===== config.mk =====
export PLATFORM = sky130hd
export DESIGN_NAME = click_fifo
export DESIGN_NICKNAME = d
export VERILOG_FILES = /design/src/rtl/click_fifo_pkg.sv /design/src/rtl/click_sync.sv /design/src/rtl/click_fifo.sv
export SDC_FILE = /design/constraint.sdc
export NUM_CORES = 1
export LEC_CHECK = 0
export ABC_AREA = 1
export CAP_MARGIN = 0
export CORE_ASPECT_RATIO = 1.5
export CORE_MARGIN = 10
export CORE_UTILIZATION = 50
export CTS_CLUSTER_SIZE = 24
export DETAILED_ROUTE_END_ITERATION = 8
export PLACE_DENSITY = 0.85
export SYNTH_ARGS = -nofsm -noshare
export SYNTH_HDL_FRONTEND = slang
export SYNTH_SLANG_ARGS = --single-unit

===== constraint.sdc =====
create_clock -name clk -period 2.7 [get_ports clk]
set_clock_uncertainty 0.15 [all_clocks]
set_input_delay 0.405 -clock clk [delete_from_list [all_inputs] [get_ports clk]]
set_output_delay 0.405 -clock clk [all_outputs]
set_load 0.01 [all_outputs]

===== src/rtl/click_fifo_pkg.sv =====
// Shared types and helpers for the click FIFO: phase reset value and output FSM encoding.
package click_fifo_pkg;

    localparam logic PHASE_RST = 1'b0;

    typedef enum logic {
        ST_IDLE = 1'b0,
        ST_PEND = 1'b1
    } out_state_t;

    // A 2-phase channel carries an outstanding token whenever request and acknowledge differ.
    function automatic logic token_pending(input logic req, input logic ack);
        return req ^ ack;
    endfunction

endpackage


===== src/rtl/click_sync.sv =====
// Flop chain that brings a 2-phase handshake wire into the clk domain;
// with STAGES == 0 the wire passes straight through.
module click_sync #(
    parameter int STAGES = 2
) (
    input  logic clk,
    input  logic reset,
    input  logic d,
    output logic q
);

    generate
        if (STAGES == 0) begin : g_bypass
            logic unused_clk_rst;
            assign unused_clk_rst = clk ^ reset;
            assign q = d;
        end else begin : g_chain
            logic [STAGES-1:0] chain;

            // Shift the handshake level through the synchroniser stages.
            always_ff @(posedge clk or posedge reset) begin
                if (reset) begin
                    chain <= {STAGES{1'b0}};
                end else begin
                    chain[0] <= d;
                    for (int i = 1; i < STAGES; i++) begin
                        chain[i] <= chain[i-1];
                    end
                end
            end

            assign q = chain[STAGES-1];
        end
    endgenerate

endmodule


===== src/rtl/click_fifo.sv =====
// DEPTH-entry FIFO between two 2-phase bundled-data channels, with optional
// synchronisers on the incoming request and acknowledge wires.
module click_fifo
    import click_fifo_pkg::*;
#(
    parameter int DATA_W      = 2,
    parameter int DEPTH       = 4,
    parameter int SYNC_STAGES = 2
) (
    input  logic                        clk,
    input  logic                        reset,
    input  logic [DATA_W-1:0]           in_data,
    input  logic                        in_req,
    output logic                        in_ack,
    output logic [DATA_W-1:0]           out_data,
    output logic                        out_req,
    input  logic                        out_ack,
    output logic [$clog2(DEPTH):0]      count,
    output logic                        full,
    output logic                        empty
);

    localparam int ADDR_W = $clog2(DEPTH);

    typedef logic [ADDR_W:0]   cnt_t;
    typedef logic [ADDR_W-1:0] ptr_t;

    localparam cnt_t DEPTH_CNT = cnt_t'(DEPTH);
    localparam cnt_t ZERO_CNT  = {(ADDR_W+1){1'b0}};
    localparam ptr_t ONE_PTR   = ptr_t'(1);

    logic              in_req_s;
    logic              out_ack_s;
    logic [DATA_W-1:0] mem [DEPTH];
    ptr_t              wr_ptr;
    ptr_t              rd_ptr;
    out_state_t        state;
    out_state_t        state_next;
    logic              push;
    logic              pop;
    logic              load;
    cnt_t              count_next;

    click_sync #(.STAGES(SYNC_STAGES)) u_in_req_sync (
        .clk   (clk),
        .reset (reset),
        .d     (in_req),
        .q     (in_req_s)
    );

    click_sync #(.STAGES(SYNC_STAGES)) u_out_ack_sync (
        .clk   (clk),
        .reset (reset),
        .d     (out_ack),
        .q     (out_ack_s)
    );

    // Accept a pending input token only when the registered count says there is room.
    always_comb begin
        push = token_pending(in_req_s, in_ack) && !full;
    end

    // Output FSM: offer the head entry when idle, retire it once the consumer acknowledges.
    always_comb begin
        state_next = state;
        load       = 1'b0;
        pop        = 1'b0;
        case (state)
            ST_IDLE: begin
                if (count != ZERO_CNT) begin
                    load       = 1'b1;
                    state_next = ST_PEND;
                end else begin
                    state_next = ST_IDLE;
                end
            end
            ST_PEND: begin
                if (!token_pending(out_req, out_ack_s)) begin
                    pop        = 1'b1;
                    state_next = ST_IDLE;
                end else begin
                    state_next = ST_PEND;
                end
            end
            default: begin
                state_next = ST_IDLE;
            end
        endcase
    end

    // Occupancy includes the entry currently offered to the consumer.
    always_comb begin
        count_next = count + cnt_t'(push) - cnt_t'(pop);
    end

    // Output FSM state register.
    always_ff @(posedge clk or posedge reset) begin
        if (reset) begin
            state <= ST_IDLE;
        end else begin
            state <= state_next;
        end
    end

    // Write side: storage, write pointer and input acknowledge phase.
    always_ff @(posedge clk or posedge reset) begin
        if (reset) begin
            for (int i = 0; i < DEPTH; i++) begin
                mem[i] <= {DATA_W{1'b0}};
            end
            wr_ptr <= {ADDR_W{1'b0}};
            in_ack <= PHASE_RST;
        end else if (push) begin
            mem[wr_ptr] <= in_data;
            wr_ptr      <= wr_ptr + ONE_PTR;
            in_ack      <= ~in_ack;
        end
    end

    // Read side: head data is captured once per offer and held until the next offer.
    always_ff @(posedge clk or posedge reset) begin
        if (reset) begin
            rd_ptr   <= {ADDR_W{1'b0}};
            out_req  <= PHASE_RST;
            out_data <= {DATA_W{1'b0}};
        end else begin
            if (load) begin
                out_data <= mem[rd_ptr];
                out_req  <= ~out_req;
            end
            if (pop) begin
                rd_ptr <= rd_ptr + ONE_PTR;
            end
        end
    end

    // Registered occupancy and flags, all updated together so they never disagree.
    always_ff @(posedge clk or posedge reset) begin
        if (reset) begin
            count <= ZERO_CNT;
            full  <= 1'b0;
            empty <= 1'b1;
        end else begin
            count <= count_next;
            full  <= (count_next == DEPTH_CNT);
            empty <= (count_next == ZERO_CNT);
        end
    end

endmodule


; Word-level counts from Yosys, hierarchy flattened
; Cells that the tools add are included.
[op_classes]
addsub = 4
multipliers = 0
div_mod_pow = 0
magnitude_cmp = 3
eq_ne = 1
n_shift = 0
mux = 12
n_bitwise = 7
reduce_logical = 5
[op_table]
columns = operator, count
row1 = bitwise mux 8 bit, 1
row2 = greater-or-equal comparator 3 bit (second input constant), 2
row3 = 2-to-1 mux 2 bit, 3
row4 = inverter 2 -> 3 bit, 2
row5 = 2-to-1 mux 1 bit, 5
row6 = adder 2 x 1 -> 2 bit (second input constant), 2
row7 = binary-select mux 2 bit (select 2 bit), 1
row8 = demux 2 bit (select 2 bit), 1
row9 = adder 3 x 1 -> 3 bit, 1
row10 = equality test 3 bit (second input constant), 1
row11 = zero test 3 bit, 1
row12 = < comparator 3 x 1 -> 1 bit (second input constant), 1
row13 = inverter 1 bit, 3
row14 = nonzero test 3 bit, 1
row15 = subtractor 3 x 1 -> 3 bit, 1
row16 = logical AND 1 bit, 2
row17 = case mux 1 bit (2 select lines), 1
row18 = bitwise XOR 1 bit, 2
row19 = zero test 1 bit, 1
[word_totals]
regBits = 26
latchBits = 0
ramBits = 0
romBits = 0
inputBits = 6
elab_cells = 47
n_memories = 0

; Depth between registers and ports, before layout
; Gate-level depths: netlist of run 1.
[logic_depth]
ltp_word = 6
mapped_depth = 14
mapped_depth_nobuf = 13

; Cells and area by module
; A second synthesis of run 1 with hierarchy kept.
[hier_totals]
hier_cells = 143
hier_area_um2 = 1224.9
[modules_own_cells]
columns = module, n_inst, cells_each, area_each_um2, seq_area_each_um2
row1 = click_fifo, 1, 137, 1117.3, 551.8
row2 = click_sync, 2, 3, 53.8, 50.0

; Least setup slack after synthesis of run 1
; No wires, ideal clock.
[synth_timing]
path_type = register -> register
from = register in_ack
to = register full
t_arrival_ns = 2.269
t_required_ns = 2.473
slack_ns = 0.204
path_stages_with_launch = 14
period_less_slack_ns = 2.496
cell_sequence = dfrtp_1 nand2_1 nand2_2 nor2_4 buf_6 inv_1 ha_1 inv_1 ha_1 inv_1 fa_1 inv_1 or2_2 a21oi_1
[synth_between]
elab_chain_len = 5
[synth_rtl]
columns = item, line
row1 = from (decl), click_fifo.sv:14  ; output logic in_ack,
row2 = from (signal assigned), click_fifo.sv:116  ; in_ack <= ~in_ack;
row3 = bitwise XOR 1 bit, click_fifo_pkg.sv:13  ; return req ^ ack;
row4 = logical AND 1 bit, click_fifo.sv:60  ; push = token_pending(in_req_s, in_ack) && !full;
row5 = adder 3 x 1 -> 3 bit, click_fifo.sv:93  ; count_next = count + cnt_t'(push) - cnt_t'(pop);
row6 = subtractor 3 x 1 -> 3 bit, click_fifo.sv:93
row7 = named net count_next[1], click_fifo.sv:42  ; cnt_t count_next;
row8 = equality test 3 bit, click_fifo.sv:145  ; full <= (count_next == DEPTH_CNT);
row9 = to (signal assigned), click_fifo.sv:145
row10 = to (decl), click_fifo.sv:19  ; output logic full,
; The timed path passes the listed nets, and every way through them passes these cells.
; A chain may end at the register's enable or synchronous reset.

; Worst setup path in the final report of run 1
[layout_timing]
from = register out_req
to = register full
[layout_between]
elab_chain_len = 5
[layout_rtl]
columns = item, line
row1 = from (decl), click_fifo.sv:16  ; output logic out_req,
row2 = from (signal assigned), click_fifo.sv:129  ; out_req <= ~out_req;
row3 = bitwise XOR 1 bit, click_fifo_pkg.sv:13
row4 = 2-to-1 mux 1 bit, click_fifo.sv:78  ; if (!token_pending(out_req, out_ack_s)) begin
row5 = 2-to-1 mux 1 bit, click_fifo.sv:68  ; case (state)
row6 = named net pop, click_fifo.sv:40  ; logic pop;
row7 = subtractor 3 x 1 -> 3 bit, click_fifo.sv:93
row8 = named net count_next[1], click_fifo.sv:42
row9 = equality test 3 bit, click_fifo.sv:145
; The timed path passes the listed nets, and every way through them passes these cells.

==> results of run 1 <==
## kinds of logic (layout without fill, tap and decap cells)
logic type | after synthesis | count (layout)
AO/OA/AOI/OAI | 4 | 4
XOR/XNOR | 4 | 4
adder cells (fa/ha/maj) | 7 | 7
buffers and inverters | 27 | 45
flip-flops | 26 | 26
AND/OR/NAND/NOR | 73 | 73
## registers in the layout, indices dropped and copies added (netlist names)
register and cells:
u_in_req_sync.g_chain.chain 2, out_data 2, full 1, in_ack 1, mem 8, rd_ptr 2
out_req 1, empty 1, wr_ptr 2, u_out_ack_sync.g_chain.chain 2, state 1, count 3
## per-stage QoR
step                      cell area (µm²)  hold WS, ps
after floorplan                      1220          181
after global placement               1390          193
after detailed placement             1390          191
after CTS                            1420          233
after global routing                 1420          239
final                                1420          225
## layer usage
metal	GRT usage [%]	up-vias	share of wire, %
li1	-	454	-
met1	9.62	416	40
met2	17.8	11	54
met3	1.73	5	3.1
met4	4.05	0	2.0
met5	0	-	0
## area by class of cell
type,instances,area [µm²],share of cell area [%]
Clock buffer,4,36.3,2.55
Inverter,25,93.8,6.60
Multi-Input combinational cell,88,455,32.0
Sequential cell,26,652,45.9
Tap cell,23,28.8,2.02
Timing Repair Buffer,16,155,10.9
## power by group through the flow
stage               logic, mW  clock network (mW)  registers [mW]
floorplan               0.594                   0           0.696
global placement        0.815                   0           0.697
detailed placement      0.862                   0           0.707
CTS                     0.867               0.200           0.698
global route             1.00               0.213           0.718
finish                  0.848               0.198           0.694
## cell usage after synthesis
library cell  count  area [µm²]
a21oi_1           1        5.00
buf_2             1        5.00
buf_6             1        11.3
dfrtp_1          25         626
dfstp_2           1        26.3
fa_1              1        20.0
ha_1              6        75.1
inv_1            25        93.8
nand2_1          53         199
nand2_2           1        6.26
nand3_1          13        65.1
nor2_1            3        11.3
nor2_2            1        6.26
nor2_4            1        11.3
o21ai_0           3        15.0
or2_2             1        6.26
xor2_1            4        35.0
## final timing paths
path	to	cells after the start
max in group asynchronous	empty	3
min in group asynchronous	mem[4]	3
worst min register to register	u_out_ack_sync.g_chain.chain[1]	0
worst max register to register	full	12
worst max-delay path	full	12
worst min-delay path	u_out_ack_sync.g_chain.chain[1]	0
## critical path, stage by stage (launching register included)
cell	delay (ps)
dfrtp_1	390
inv_1	70
nand2_1	50
nand2_1	70
nor2_1	200
ha_1	270
inv_1	60
ha_1	130
inv_1	40
fa_1	480
inv_1	50
or2_2	280
a21oi_1	120
==> qor.yml, run 1 <==
placement:
  io_buffer_count: 14
  place_ws_ps: 260
  place_hpwl_um: 1660
  placedCellCount: 178
  place_congestion: 0.715
grt:
  grt_usage_pct: 9.50
  grt_pass1_wl_um: 3680
  grt_max_degree: 27
  grt_pass1_vias: 927
  overflow: 0
  antenna_found_initial: 0
die:
  floorplan.rows: 21
  die_w_um: 60.3
  initial_core_util_pct: 53.3
  core_area_um2: 2290
  die_area_um2: 4850
  die_h_um: 80.4
  ios: 15
drt:
  drt_iter0_drc: 23
  drt_wl_total_um: 2060
  firstDrtPassIters: 4
  postRouteAntennaNets: 0
  viasPerCell: 4.87
  post-route-drc-count: 0
  wire_per_inst_um: 11.3
  vias: 886
synth:
  synth_fp_nets: 154
  yosys.cell_types.count: 17
  netlist_instances: 141
  yosysWarnings: 0
  synth.avg_cell_area_um2: 8.63
  syn_area_um2: 1220
  synthMuxAreaShare_pct: 0
  seq_area_frac_synth_pct: 53.5
  ys_ff_latch: 26
  synth_compound_area_share_pct: 1.64
  synth-simple-area-share_pct: 25.1
  synth_top_family_by_area: "simple AND/OR/NAND/NOR gates"
  synthAdderAreaFrac_pct: 7.81
  synth_xor_area_share_pct: 2.88
cts:
  cts_resized: 0
  root_buffer: "clkbuf_4"
  cts_hold_buf: 0
  clk_pin_slew_ps: 130
  post_cts_buffers: 0
  clock_sinks: 26
  clk_path_buf_depth: 2
  tritoncts: "built"
  numCtsBuffers: 3
  insertion_delay_ps: 330
  h-tree-depth: 1
critical_path:
  crit_fanout: 4
  crit_required_ps: 2810
  crit_type: "reg2reg"
  endpoint_kind: "register"
  crit_path_start_kind: "register"
  r2r-start: "out_req"
  reg2reg_slack_ps: 270
  crit_start: "out_req"
  crit_arrival_ps: 2540
timing:
  setup_viol: 0
  max_slew_margin_pct: 78.9
  slew_viol_final: 0
  hold_viol_final: 0
  finalCritPeriodShare_pct: 90.0
  rsz0062_at_grt: "false"
  worst_pin_slew_ps: 316
  finalSetupTns_ps: 0
  fin_crit_ps: 2430
  timing.final.ws_setup_ps: 271
  timing.fmax_ghz: 0.412
min_path:
  hold_path.class: "reg2reg"
  min-delay-start: "u_out_ack_sync.g_chain.chain[0]"
power_and_ir_drop:
  power.net_switching_mw: 0.716
  switching_share_pct: 41.1
  ir_drop_mv: 0.698
  power_mw: 1.74
  p_int_mw: 1.02
  pwr-share-seq_pct: 39.9
  power_frac_comb_pct: 48.7
  clkPwrFrac_pct: 11.4
  power_density_nw_per_um2: 1220
  p_leak_nw: 0.780
layout:
  finalNetCount: 173
  nFillCells: 195
  layout_common_cells: "nand2_1 (53), inv_1 (25), dfrtp_1 (25)"
  n_antenna_cell: 0
  area_delta_synth_final_pct: 16.8
  post-route-util_pct: 62.2
  final_common_cell: "nand2_1"
  fin_cells: 182
  drive_gt1_share_pct: 6.92
job:
  cap_viol_max_count: 0
status:
  status: "complete, no violations"
(Power assumes the default switching activity.)
==> run 2, diff against run 1 <==
- REMOVE_ABC_BUFFERS: default -> 1
==> run 2 against run 1 <==
Non-clock buffer count unchanged; sequential power barely moved; wire length up 8.2%; total power increased by 5.5%; highest routed layer unchanged; register-to-register slack got worse by 30 ps; via count increased by 4.3%.
==> qor.yml, run 2 (synthesis results as in run 1) <==
drt:
  firstDrtPassIters: 4  # unchanged
  vias: 924  # +4.3%
  wire_per_inst_um: 12.3  # +8.2%
  postRouteAntennaNets: 0  # unchanged
  drt_iter0_drc: 21  # -8.7%
  drt_wl_total_um: 2230  # +8.2%
  post-route-drc-count: 0  # unchanged
  viasPerCell: 5.08  # +4.3%
grt:
  grt_pass1_vias: 953  # +2.8%
  overflow: 0  # unchanged
  antenna_found_initial: 0  # unchanged
  grt_pass1_wl_um: 3890  # +5.8%
  grt_usage_pct: 10.0  # +0.53 points
  grt_max_degree: 27  # unchanged
timing:
  rsz0062_at_grt: "false"
  hold_viol_final: 0  # unchanged
  worst_pin_slew_ps: 318  # +2.02 ps
  finalCritPeriodShare_pct: 91.3  # +1.3 points
  slew_viol_final: 0  # unchanged
  max_slew_margin_pct: 78.8  # -0.13 points
  finalSetupTns_ps: 0  # unchanged
  setup_viol: 0  # unchanged
  holdWs_ps: 224  # -0.516 ps
  fin_crit_ps: 2460  # +34.9 ps
  timing.fmax_ghz: 0.406  # -1.4%
layout:
  largest-register: "mem"
  finalNetCount: 173  # unchanged
  area_delta_synth_final_pct: 18.3
  largest_reg_flops: 8  # unchanged
  reg_top3: "mem (8), count (3)"
  layout_common_cells: "nand2_1 (53), inv_1 (25), dfrtp_1 (25)"
  final_common_cell: "nand2_1"
  n_antenna_cell: 0  # unchanged
  drive_gt1_share_pct: 7.55  # +0.63 points
die:
  initial_core_util_pct: 53.3  # unchanged
  floorplan.rows: 21  # unchanged
  die_h_um: 80.4  # unchanged
  ios: 15  # unchanged
  die_area_um2: 4850  # unchanged
  die_w_um: 60.3  # unchanged
  core_area_um2: 2290  # unchanged
cts:
  h-tree-depth: 1  # unchanged
  insertion_delay_ps: 320  # about the same
  tritoncts: "built"
  cts_hold_buf: 0  # unchanged
  numCtsBuffers: 3  # unchanged
  root_buffer: "clkbuf_4"
  clk_path_buf_depth: 2  # unchanged
  clk_pin_slew_ps: 140  # about the same
  clock_sinks: 26  # unchanged
critical_path:
  cpMaxStageDelayCell: "fa_1"
  crit_type: "reg2reg"
  worst-path-buf-inv: 4  # unchanged
  worst-path-stages: 12  # unchanged
  ff2ff_path_depth: 12  # unchanged
  path_cells: "inv_1 > nand2_1 > nand2_1 > nor2_2 > ha_1 > inv_1 > ha_1 > inv_1 > fa_1 > inv_1 > or2_2 > a21oi_1"
  endpoint_kind: "register"
  crit_path_start_kind: "register"
  crit_arrival_ps: 2570  # +30 ps
  crit_path_max_incr_delay_ps: 470  # about the same
  cpMostUsedCell: "inv_1"
  crit_required_ps: 2800  # about the same
  crit_family: "adder cells"
  crit_fanout: 4  # unchanged
power_and_ir_drop:
  ir_drop_mv: 0.619  # -11%
  power_frac_comb_pct: 47.4  # -1.3 points
  power_density_nw_per_um2: 1280  # +4.2%
  clkPwrFrac_pct: 14.7  # +3.3 points
  p_int_mw: 1.09  # +6.8%
  switching_share_pct: 40.4  # -0.72 points
  pwr-share-seq_pct: 37.9  # -2.0 points
  power_mw: 1.84  # +5.5%
  power.net_switching_mw: 0.743  # +3.7%
  p_leak_nw: 0.787  # +0.89%
min_path:
  min_path_cells: 0  # unchanged
  hold_path.class: "reg2reg"
placement:
  place_congestion: 0.754  # +5.4%
  place_hpwl_um: 1730  # +4.2%
  io_buffer_count: 14  # unchanged
status:
  status: "complete, no violations"
job:
  cap_viol_max_count: 0  # unchanged
-- run 2: cell types whose count changed in the layout (fill, tap and decap cells not counted) --
cell,change
nor2_1,-1
nor2_2,+1
bufinv_16,+1
clkbuf_8,-1
-- run 2: layout make-up --
class / count / area (µm²)
inverters: 25 / 93.8
well taps: 23 / 28.8
clock inverters: 1 / 30.0
multi-input cells: 88 / 458
clock buffers: 3 / 22.5
repair buffers: 16 / 155
flip-flops and latches: 26 / 652
fillers: 196 / 846
-- run 2: through the flow --
stage	worst slack, ps	std cells	util (%)	area, µm²
6_report	236	182	63.0	1440
3_3_place_gp	376	178	60.6	1390
5_1_grt	29.0	182	63.0	1440
3_5_place_dp	190	178	60.6	1390
4_1_cts	178	182	62.9	1440
2_1_floorplan	230	139	-	1200
-- run 2: timing repair --
item	4_1_cts	5_1_grt
endpoints found under the setup margin	0	1
buffers inserted	0	0
gates resized for setup	0	1
-- run 2: metal layers --
layer / global-route usage, % / vias to the layer above / part of all wire [%]
met2: 18.8 / 11 / 56
li1: - / 453 / -
met1: 9.72 / 456 / 39
met4: 4.50 / 0 / 1.3
met5: 0 / - / 0
met3: 2.36 / 4 / 3.7
-- run 2: power groups by stage --
stage	sequential (mW)	combinational, mW	clock [mW]
2_1_floorplan	0.705	0.562	0
3_3_place_gp	0.695	0.820	0
3_5_place_dp	0.705	0.870	0
4_1_cts	0.696	0.876	0.271
5_1_grt	0.717	1.02	0.280
6_report	0.696	0.871	0.270
-- run 2: worst reg2reg max path: stages, from the launching register on --
cell and delay, ps:
dfrtp_1 400, inv_1 70, nand2_1 60, nand2_1 90, nor2_2 180, ha_1 260, inv_1 60, ha_1 130
inv_1 50, fa_1 470, inv_1 50, or2_2 280, a21oi_1 150
-- run 2: path summary, 6_finish.rpt --
check                                                start                               to  slack, ps
min in group asynchronous                            reset                         count[2]        280
max                                                out_req                             full        240
max reg2reg                                        out_req                             full        240
min reg2reg                u_out_ack_sync.g_chain.chain[0]  u_out_ack_sync.g_chain.chain[1]        220
max in group asynchronous                            reset                            empty       1840
min                        u_out_ack_sync.g_chain.chain[0]  u_out_ack_sync.g_chain.chain[1]        220
